`src/rtl/ctrl_pkg.sv`:
```
// ctrl_pkg: opcodes, FSM state encodings, alu_op bit indices and IR field positions for control_sequencer
package ctrl_pkg;
    localparam logic [4:0] OP_ADD  = 5'b00011;
    localparam logic [4:0] OP_SUB  = 5'b00100;
    localparam logic [4:0] OP_SHR  = 5'b00101;
    localparam logic [4:0] OP_SHRA = 5'b00110;
    localparam logic [4:0] OP_SHL  = 5'b00111;
    localparam logic [4:0] OP_ROR  = 5'b01000;
    localparam logic [4:0] OP_ROL  = 5'b01001;
    localparam logic [4:0] OP_AND  = 5'b01010;
    localparam logic [4:0] OP_OR   = 5'b01011;
    localparam logic [4:0] OP_MUL  = 5'b01111;
    localparam logic [4:0] OP_DIV  = 5'b10000;
    localparam logic [4:0] OP_NEG  = 5'b10001;
    localparam logic [4:0] OP_NOT  = 5'b10010;
    localparam logic [4:0] OP_NOP  = 5'b11010;
    localparam logic [4:0] OP_HALT = 5'b11011;
    typedef enum logic [3:0] {S_RST, T0, T1, T2, T3, T4, T5, T6, S_HALT} state_t;
    localparam int A_AND  = 12;
    localparam int A_OR   = 11;
    localparam int A_ADD  = 10;
    localparam int A_SUB  = 9;
    localparam int A_MUL  = 8;
    localparam int A_DIV  = 7;
    localparam int A_SHR  = 6;
    localparam int A_SHRA = 5;
    localparam int A_SHL  = 4;
    localparam int A_ROR  = 3;
    localparam int A_ROL  = 2;
    localparam int A_NEG  = 1;
    localparam int A_NOT  = 0;
    localparam int OP_MSB = 31;
    localparam int RA_MSB = 26;
    localparam int RB_MSB = 22;
    localparam int RC_MSB = 18;
    localparam int FLD_W  = 4;
    function automatic logic [12:0] alu_sel(input logic [4:0] op);
        logic [12:0] s;
        s = '0;
        case (op)
            OP_AND:  s[A_AND]  = 1'b1;
            OP_OR:   s[A_OR]   = 1'b1;
            OP_ADD:  s[A_ADD]  = 1'b1;
            OP_SUB:  s[A_SUB]  = 1'b1;
            OP_MUL:  s[A_MUL]  = 1'b1;
            OP_DIV:  s[A_DIV]  = 1'b1;
            OP_SHR:  s[A_SHR]  = 1'b1;
            OP_SHRA: s[A_SHRA] = 1'b1;
            OP_SHL:  s[A_SHL]  = 1'b1;
            OP_ROR:  s[A_ROR]  = 1'b1;
            OP_ROL:  s[A_ROL]  = 1'b1;
            OP_NEG:  s[A_NEG]  = 1'b1;
            OP_NOT:  s[A_NOT]  = 1'b1;
            default: s = '0;
        endcase
        return s;
    endfunction
endpackage

```
`src/rtl/reg_select.sv`:
```
// reg_select: picks Ra/Rb/Rc by Gra/Grb/Grc and decodes it to one-hot Rout/Rin enables
module reg_select #(
    parameter int NREGS = 16
) (
    input  logic [3:0]       ra,
    input  logic [3:0]       rb,
    input  logic [3:0]       rc,
    input  logic             gra,
    input  logic             grb,
    input  logic             grc,
    input  logic             rout_en,
    input  logic             rin_en,
    output logic [NREGS-1:0] Rout,
    output logic [NREGS-1:0] Rin
);
    logic [3:0]       sel;
    logic [NREGS-1:0] oh;
    assign sel  = gra ? ra : grb ? rb : rc;
    assign oh   = (gra | grb | grc) ? NREGS'(1) << sel : '0;
    assign Rout = rout_en ? oh : '0;
    assign Rin  = rin_en ? oh : '0;
endmodule

```
`src/rtl/control_sequencer.sv`:
```
// control_sequencer: hardwired Moore control unit for the datapath; SINGLE_STEP_EN adds a step input gating T0
module control_sequencer
    import ctrl_pkg::*;
#(
    parameter int NREGS = 16,
    parameter int OPW   = 5
) (
    input  logic             clk,
    input  logic             reset,
`ifdef SINGLE_STEP_EN
    input  logic             step,
`endif
    input  logic [31:0]      ir,
    input  logic             mem_ready,
    output logic [NREGS-1:0] Rout,
    output logic [NREGS-1:0] Rin,
    output logic             PCout,
    output logic             MDRout,
    output logic             Zhighout,
    output logic             Zlowout,
    output logic             PCin,
    output logic             IRin,
    output logic             MARin,
    output logic             MDRin,
    output logic             Yin,
    output logic             Zin,
    output logic             HIin,
    output logic             LOin,
    output logic             IncPC,
    output logic             Read,
    output logic [12:0]      alu_op,
    output logic             halted,
    output logic             illegal_op
);
    state_t           state, state_n;
    logic [31:0]      ir_q;
    logic [OPW-1:0]   op_now, op_q;
    logic             a2, md, un, t0_go;
    logic             gra, grb, grc, rout_en, rin_en;
    assign op_now = ir[OP_MSB -: OPW];
    assign op_q   = ir_q[OP_MSB -: OPW];
    assign a2 = op_q inside {OP_ADD, OP_SUB, OP_SHR, OP_SHRA, OP_SHL, OP_ROR, OP_ROL, OP_AND, OP_OR};
    assign md = op_q inside {OP_MUL, OP_DIV};
    assign un = op_q inside {OP_NEG, OP_NOT};
`ifdef SINGLE_STEP_EN
    logic go;
    always_ff @(posedge clk) begin
        if (!reset) go <= 1'b0;
        else go <= (state == T0) && !go && step;
    end
    assign t0_go = go;
`else
    assign t0_go = 1'b1;
`endif
    // IR is captured as it is loaded so T3..T6 decode a stable copy
    always_ff @(posedge clk) begin
        if (!reset) state <= S_RST;
        else state <= state_n;
        if (state == T2) ir_q <= ir;
    end
    always_comb begin
        state_n = state;
        {PCout, MDRout, Zhighout, Zlowout} = '0;
        {PCin, IRin, MARin, MDRin, Yin, Zin, HIin, LOin, IncPC, Read} = '0;
        {halted, illegal_op} = '0;
        {gra, grb, grc, rout_en, rin_en} = '0;
        alu_op = '0;
        case (state)
            S_RST: state_n = T0;
            T0: if (t0_go) begin
                {PCout, MARin, IncPC, PCin} = '1;
                state_n = T1;
            end
            T1: begin
                {Read, MDRin} = '1;
                state_n = mem_ready ? T2 : T1;
            end
            T2: begin
                {MDRout, IRin} = '1;
                state_n = op_now == OP_NOP ? T0 : op_now == OP_HALT ? S_HALT : T3;
            end
            T3: begin
                {grb, rout_en} = {2{a2 | md | un}};
                Yin = a2 | md;
                Zin = un;
                alu_op = un ? alu_sel(op_q) : '0;
                illegal_op = !(a2 | md | un);
                state_n = (a2 | md | un) ? T4 : T0;
            end
            T4: begin
                {Zlowout, gra, rin_en} = {3{un}};
                {grc, rout_en, Zin} = {3{!un}};
                alu_op = un ? '0 : alu_sel(op_q);
                state_n = un ? T0 : T5;
            end
            T5: begin
                Zlowout = 1'b1;
                LOin = md;
                {gra, rin_en} = {2{!md}};
                state_n = md ? T6 : T0;
            end
            T6: begin
                {Zhighout, HIin} = '1;
                state_n = T0;
            end
            S_HALT: halted = 1'b1;
            default: state_n = S_RST;
        endcase
    end
    reg_select #(.NREGS(NREGS)) u_sel (
        .ra(ir_q[RA_MSB -: FLD_W]),
        .rb(ir_q[RB_MSB -: FLD_W]),
        .rc(ir_q[RC_MSB -: FLD_W]),
        .gra(gra),
        .grb(grb),
        .grc(grc),
        .rout_en(rout_en),
        .rin_en(rin_en),
        .Rout(Rout),
        .Rin(Rin)
    );
endmodule
```
`config.mk`:
```
export PLATFORM = sky130hd
export DESIGN_NAME = control_sequencer
export DESIGN_NICKNAME = d
export VERILOG_FILES = /design/src/rtl/ctrl_pkg.sv /design/src/rtl/reg_select.sv /design/src/rtl/control_sequencer.sv
export SDC_FILE = /design/constraint.sdc
export NUM_CORES = 1
export LEC_CHECK = 0
export BUFFER_PORTS_ARGS = -buffer_cell sky130_fd_sc_hd__buf_2
export CAP_MARGIN = 20
export CORE_MARGIN = 4
export CORE_UTILIZATION = 30
export DETAILED_ROUTE_END_ITERATION = 8
export PLACE_DENSITY = 0.66
export SYNTH_ARGS = -nofsm -noshare
export SYNTH_HDL_FRONTEND = slang
export SYNTH_SLANG_ARGS = --single-unit
export TNS_END_PERCENT = 10
```
`constraint.sdc`:
```
create_clock -name clk -period 4.2 [get_ports clk]
set_input_delay 0.21 -clock clk [delete_from_list [all_inputs] [get_ports clk]]
set_output_delay 0.21 -clock clk [all_outputs]
set_load 0.1 [all_outputs]
```
# Word-level counts from Yosys, hierarchy flattened
# Index checks and enable logic that the tools add are counted.
[op_classes]
eq_ne = 23
shift = 1
mux = 42
bitwise_logic = 4
n_reduce_logical = 8
[op_table]
columns = ["operator", "count"]
rows = [
  ["$mux 16", 3],
  ["$pmux 4 s8", 1],
  ["$mux 13", 2],
  ["$pmux 13 s2", 1],
  ["$eq 5x4->1 const B", 5],
  ["$eq 5x5->1 const B", 5],
  ["$mux 1", 24],
  ["$eq 5x3->1 const B", 4],
  ["$eq 4x3->1 const B", 4],
  ["$mux 4", 4],
  ["$shl 1x4->16 const A", 1],
  ["$mux 3", 3],
  ["$reduce_bool 9->1", 1],
  ["$eq 4x2->1 const B", 2],
  ["$pmux 1 s2", 4],
  ["$eq 5x2->1 const B", 1],
  ["$eq 4x1->1 const B", 1],
  ["$eq 4x4->1 const B", 1],
  ["$logic_not 4->1", 1],
  ["$or 1x1->1", 4],
  ["$reduce_bool 2->1", 2],
  ["$logic_not 1->1", 3],
  ["$reduce_or 2->1", 1],
]
[totals]
regBits = 36
out_inout_bits = 61
word_cells = 80

# Longest topological paths before layout
[logic_depth]
word_depth = 10
depth_mapped = 9
ltp_nobuf = 6

# By module
# A second synthesis with hierarchy kept.
[unflattened]
cells_unflattened = 177
area_unflattened_um2 = 1584.0
[by_module_without_submodules]
columns = ["module", "instances", "cells_per_inst", "area_each_um2", "seq_area_each_um2"]
rows = [
  ["control_sequencer", 1, 112, 1129.8, 590.6],
  ["reg_select", 1, 65, 454.2, 0.0],
]

# Worst setup path before layout
# Ideal clock, no wire load.
[synth_timing]
kind = "register to output"
from = "register state[0]"
to = "output MDRout"
t_arrival_ns = 5.015
required_ns = 3.990
setup_slack_ns = -1.025
path_stages_with_launch = 4
path_buffers = 1
cell_sequence = "dfxtp_1 > or2b_1 > nor3b_1 > buf_4"
[synth_via]
elab_chain_len = 2
[synth_lines]
columns = ["item", "line_no", "rtl"]
rows = [
  ["start: declaration", "control_sequencer.sv:35", "state_t state, state_n;"],
  ["start signal: assignment", "control_sequencer.sv:58", "else state <= state_n;"],
  ["$eq 4x2->1", "n/a", ""],
  ["$mux 1", "n/a", ""],
  ["end: declaration", "control_sequencer.sv:18", "output logic MDRout,"],
]
# No other way between the ends.

# Worst setup path after layout
[layout_timing]
from = "register ir_q[28]"
to = "output Rout[14]"
[layout_via]
elab_chain_len = 10
elab_cells_between_ends = 31
[layout_lines]
columns = ["item", "line_no", "rtl"]
rows = [
  ["start: declaration", "control_sequencer.sv:36", "logic [31:0] ir_q;"],
  ["start signal: assignment", "control_sequencer.sv:59", "if (state == T2) ir_q <= ir;"],
  ["$eq 5x2->1, or another cell as far along", "control_sequencer.sv:42", "assign a2 = op_q inside {OP_ADD, OP_SUB, OP_SHR, OP_SHRA, OP_SHL, OP_ROR, OP_ROL, OP_AND, OP_OR};"],
  ["$reduce_bool 9->1 / $reduce_bool 2->1 (equally long branches)", "control_sequencer.sv:42, control_sequencer.sv:43", ""],
  ["$or 1x1->1 (2 in series)", "control_sequencer.sv:83", "{grb, rout_en} = {2{a2 | md | un}};"],
  ["$mux 1", "control_sequencer.sv:68", "case (state)"],
  ["$mux 4 (2 in series)", "reg_select.sv:18", "assign sel = gra ? ra : grb ? rb : rc;"],
  ["$shl 1x4->16", "reg_select.sv:19", "assign oh = (gra | grb | grc) ? NREGS'(1) << sel : '0;"],
  ["$mux 16", "reg_select.sv:19", ""],
  ["$mux 16 (*)", "reg_select.sv:20", "assign Rout = rout_en ? oh : '0;"],
  ["end: declaration", "control_sequencer.sv:15", "output logic [NREGS-1:0] Rout,"],
]
# Every way passes the cells marked *; elsewhere a longest branch is shown, timed or not.

==> flow_metrics.env <==
export IMPL_status="finished clean"
export IMPL_vdd_ir_drop_max_mv=0.1864
export IMPL_max_cap_violations=0
export IMPL_num_vias=1728
export IMPL_totalWireLength_microns=4511
export IMPL_post_route_drc_count=0
export IMPL_die_x_microns=82.90
export IMPL_drive_above_1_share_pct=35.61
export IMPL_ios=96
export IMPL_power_density_nw_per_um2=235.1
export IMPL_slew_violations=0
export IMPL_synth_edf_count=17
export IMPL_hold_viol_final=0
export IMPL_dp_hpwl_microns=3646
export IMPL_dr_pass1_iters=4
export IMPL_grt_pass1_vias=1616
export IMPL_htreeDepth=1
export IMPL_diodes=0
export IMPL_async_flop_share_pct=0
export IMPL_whs_ns=0.1314
export IMPL_fp_row_count=27
export IMPL_synthesis_nets=245
export IMPL_setup_viol=0
export IMPL_postPlaceCellArea_sq_um=2090
export IMPL_avgSynthCellArea_sq_um=8.014
export IMPL_ys_seq_elements=21
export IMPL_syn_area_sq_um=1683
export IMPL_grt_max_degree=23
export IMPL_dp_worst_setup_slack_ns=1.159
export IMPL_yosysSeqAreaShare_pct=35.09
export IMPL_synth_common_cells="38 x nor2_1, 19 x nor3_1, 17 x edfxtp_1, 17 x nand2_1"
export IMPL_critical_path_max_fanout=9
export IMPL_vias_per_cell=4.937
export IMPL_clk_pin_slew_ns=0.07
export IMPL_period_share_pct=78.63
export IMPL_synth_most_common_cell="nor2_1"
export IMPL_cts_hold_buf=0
export IMPL_cts_max_path_buffers=2
export IMPL_synth_top_area_share_pct=30.33
export IMPL_p_leak_nw=0.9273
export IMPL_ys_types=46
export IMPL_hp_class="primary input to register"
export IMPL_ys_flop_type="edfxtp_1"
export IMPL_synthToLayoutAreaGrowth_pct=26.84
export IMPL_finalWorstSetupSlack_ns=0.8977
export IMPL_grt_ovfl_total=0
export IMPL_fin_crit_ns=3.302
export IMPL_start_kind="register"
export IMPL_antenna_found_initial=0
export IMPL_yosys_area_top_type="edfxtp_1"
export IMPL_stdcell_area_sq_um=2135
export IMPL_synthCells=210
export IMPL_crit_type="register to output pin"
export IMPL_cts_tree="done"
export IMPL_slew_headroom_pct=60.99
export IMPL_clock_latency_ns=0.25
export IMPL_place_congestion=0.8685
export IMPL_yosys_warnings=0
export IMPL_cts_sinks=21
export IMPL_track_usage_pct=12.70
export IMPL_cts_root_buf="clkbuf_8"
export IMPL_nNetsFinal=314
export IMPL_die_area_sq_um=6872
export IMPL_cts_buffers=3
export IMPL_ant_nets=0
export IMPL_arrival_ns=3.09
export IMPL_fin_skew_ns=0.001766
export IMPL_die_height_microns=82.90
export IMPL_numPortBuffers=80
export IMPL_grt_pass1_wl_microns=7452
export IMPL_core_region_area_sq_um=5473
export IMPL_fillers=595
export IMPL_synth_area_leaders="edfxtp_1 30%, nor2_1 8.5%, nor3_1 5.7%"
export IMPL_cts_resized_gates=0
export IMPL_rsz0062_at_grt="no"
export IMPL_fmax_ghz=0.3028
export IMPL_worst_slew_pin_slew_ns=0.5826
export IMPL_initial_core_util_pct=30.75
export IMPL_wl_per_cell_microns=12.89
export IMPL_endpoint_kind="output pin"
export IMPL_worstPathRequired_ns=3.99
export IMPL_fin_cells=350
export IMPL_dp_cells=346
export IMPL_post_cts_buffers=0
export IMPL_drtIter0Drc=180
==> sequential cells by signal, summed over array words and instances (netlist names) <==
name,flops
ir_q,17
state,4
==> cell usage in the layout (no fill, tap or decap), drive strengths merged <==
cell,netlist,routed
mux2i,1,1
a221oi,1,1
o2bb2a,1,1
and2b,1,1
a41oi,1,1
o21ai,11,11
o22a,1,1
a311oi,2,2
clkbuf,4,4
a31oi,3,3
mux2,1,1
edfxtp,17,17
a21bo,1,1
or4b,1,1
or2,2,2
nand4bb,1,1
buf,14,82
nor2b,3,3
a21oi,13,13
nor4b,2,2
inv,9,9
nand3b,2,2
and3,1,1
a32oi,2,2
nand2b,12,12
nand4b,1,1
nand3,1,1
or2b,1,1
o21ba,2,2
nor4,5,5
a211oi,6,6
nor2,38,38
xor2,1,1
dfxtp,4,4
nand2,17,17
or3,2,2
nor3b,5,5
o21bai,1,1
nor3,19,19
==> critical path: stages (launching register included) <==
cell	delay [ns]
edfxtp_1	0.52
nand2_1	0.31
o2bb2a_1	0.24
nor3b_2	0.51
nand3b_1	0.30
o21ba_2	0.28
nor3_1	0.21
buf_2	0.46
==> area by class of cell <==
class                           count  area (sq um)  share of cell area (%)
Sequential cell                    21         590.6                   27.67
Tap cell                           72         90.09                   4.220
Clock buffer                        4         45.04                   2.110
Multi-Input combinational cell    162         959.7                   44.96
Inverter                            9         33.78                   1.583
Timing Repair Buffer               82         415.4                   19.46
==> layer usage <==
| metal | vias to the layer above | share of wire, % | track usage, % |
|---|---|---|---|
| met5 | - | 0 | 0 |
| met4 | 0 | 2.7 | 6.538 |
| met3 | 10 | 3.3 | 1.687 |
| met2 | 43 | 48 | 20.19 |
| met1 | 787 | 46 | 16.77 |
| li1 | 888 | - | - |
==> metrics by stage <==
step	setup TNS, ns	total power, mW	util, %
3_5_place_dp	0	0.3820	38.18
6_report	0	0.5019	39.00
5_1_grt	0	0.5293	39.00
4_1_cts	0	0.5080	39.00
2_1_floorplan	-1.149	0.3637	-
3_3_place_gp	0	0.3803	38.18
==> power breakdown <==
| part | leakage [nW] | internal, mW | switching [mW] |
|---|---|---|---|
| Sequential | 0.187 | 0.235 | 0.0144 |
| Combinational | 0.718 | 0.0283 | 0.0990 |
| Clock | 0.0228 | 0.0673 | 0.0580 |
| Total | 0.927 | 0.331 | 0.171 |
==> cells by family (layout without fill, tap and decap cells) <==
family	Yosys count	after routing	synth area share, %
xor gates and xnor gates	1	1	0.5205
DFF	21	21	35.09
AOI/OAI and AO/OA	45	45	19.78
buffers and inverters	27	95	8.475
muxes	2	2	1.487
and+or+nand+nor	114	114	34.65
==> worst paths after layout <==
| check | to | startpoint | slack, ns | depth (start not counted) |
|---|---|---|---|---|
| setup / recovery | Rout[14] | ir_q[28] | 0.90 | 7 |
| setup reg to reg | state[2] | ir_q[27] | 2.33 | 5 |
| hold / removal | ir_q[22] | ir[22] | 0.13 | 1 |
| hold reg to reg | state[0] | state[0] | 0.68 | 3 |
Power figures use the tool's default switching activity.
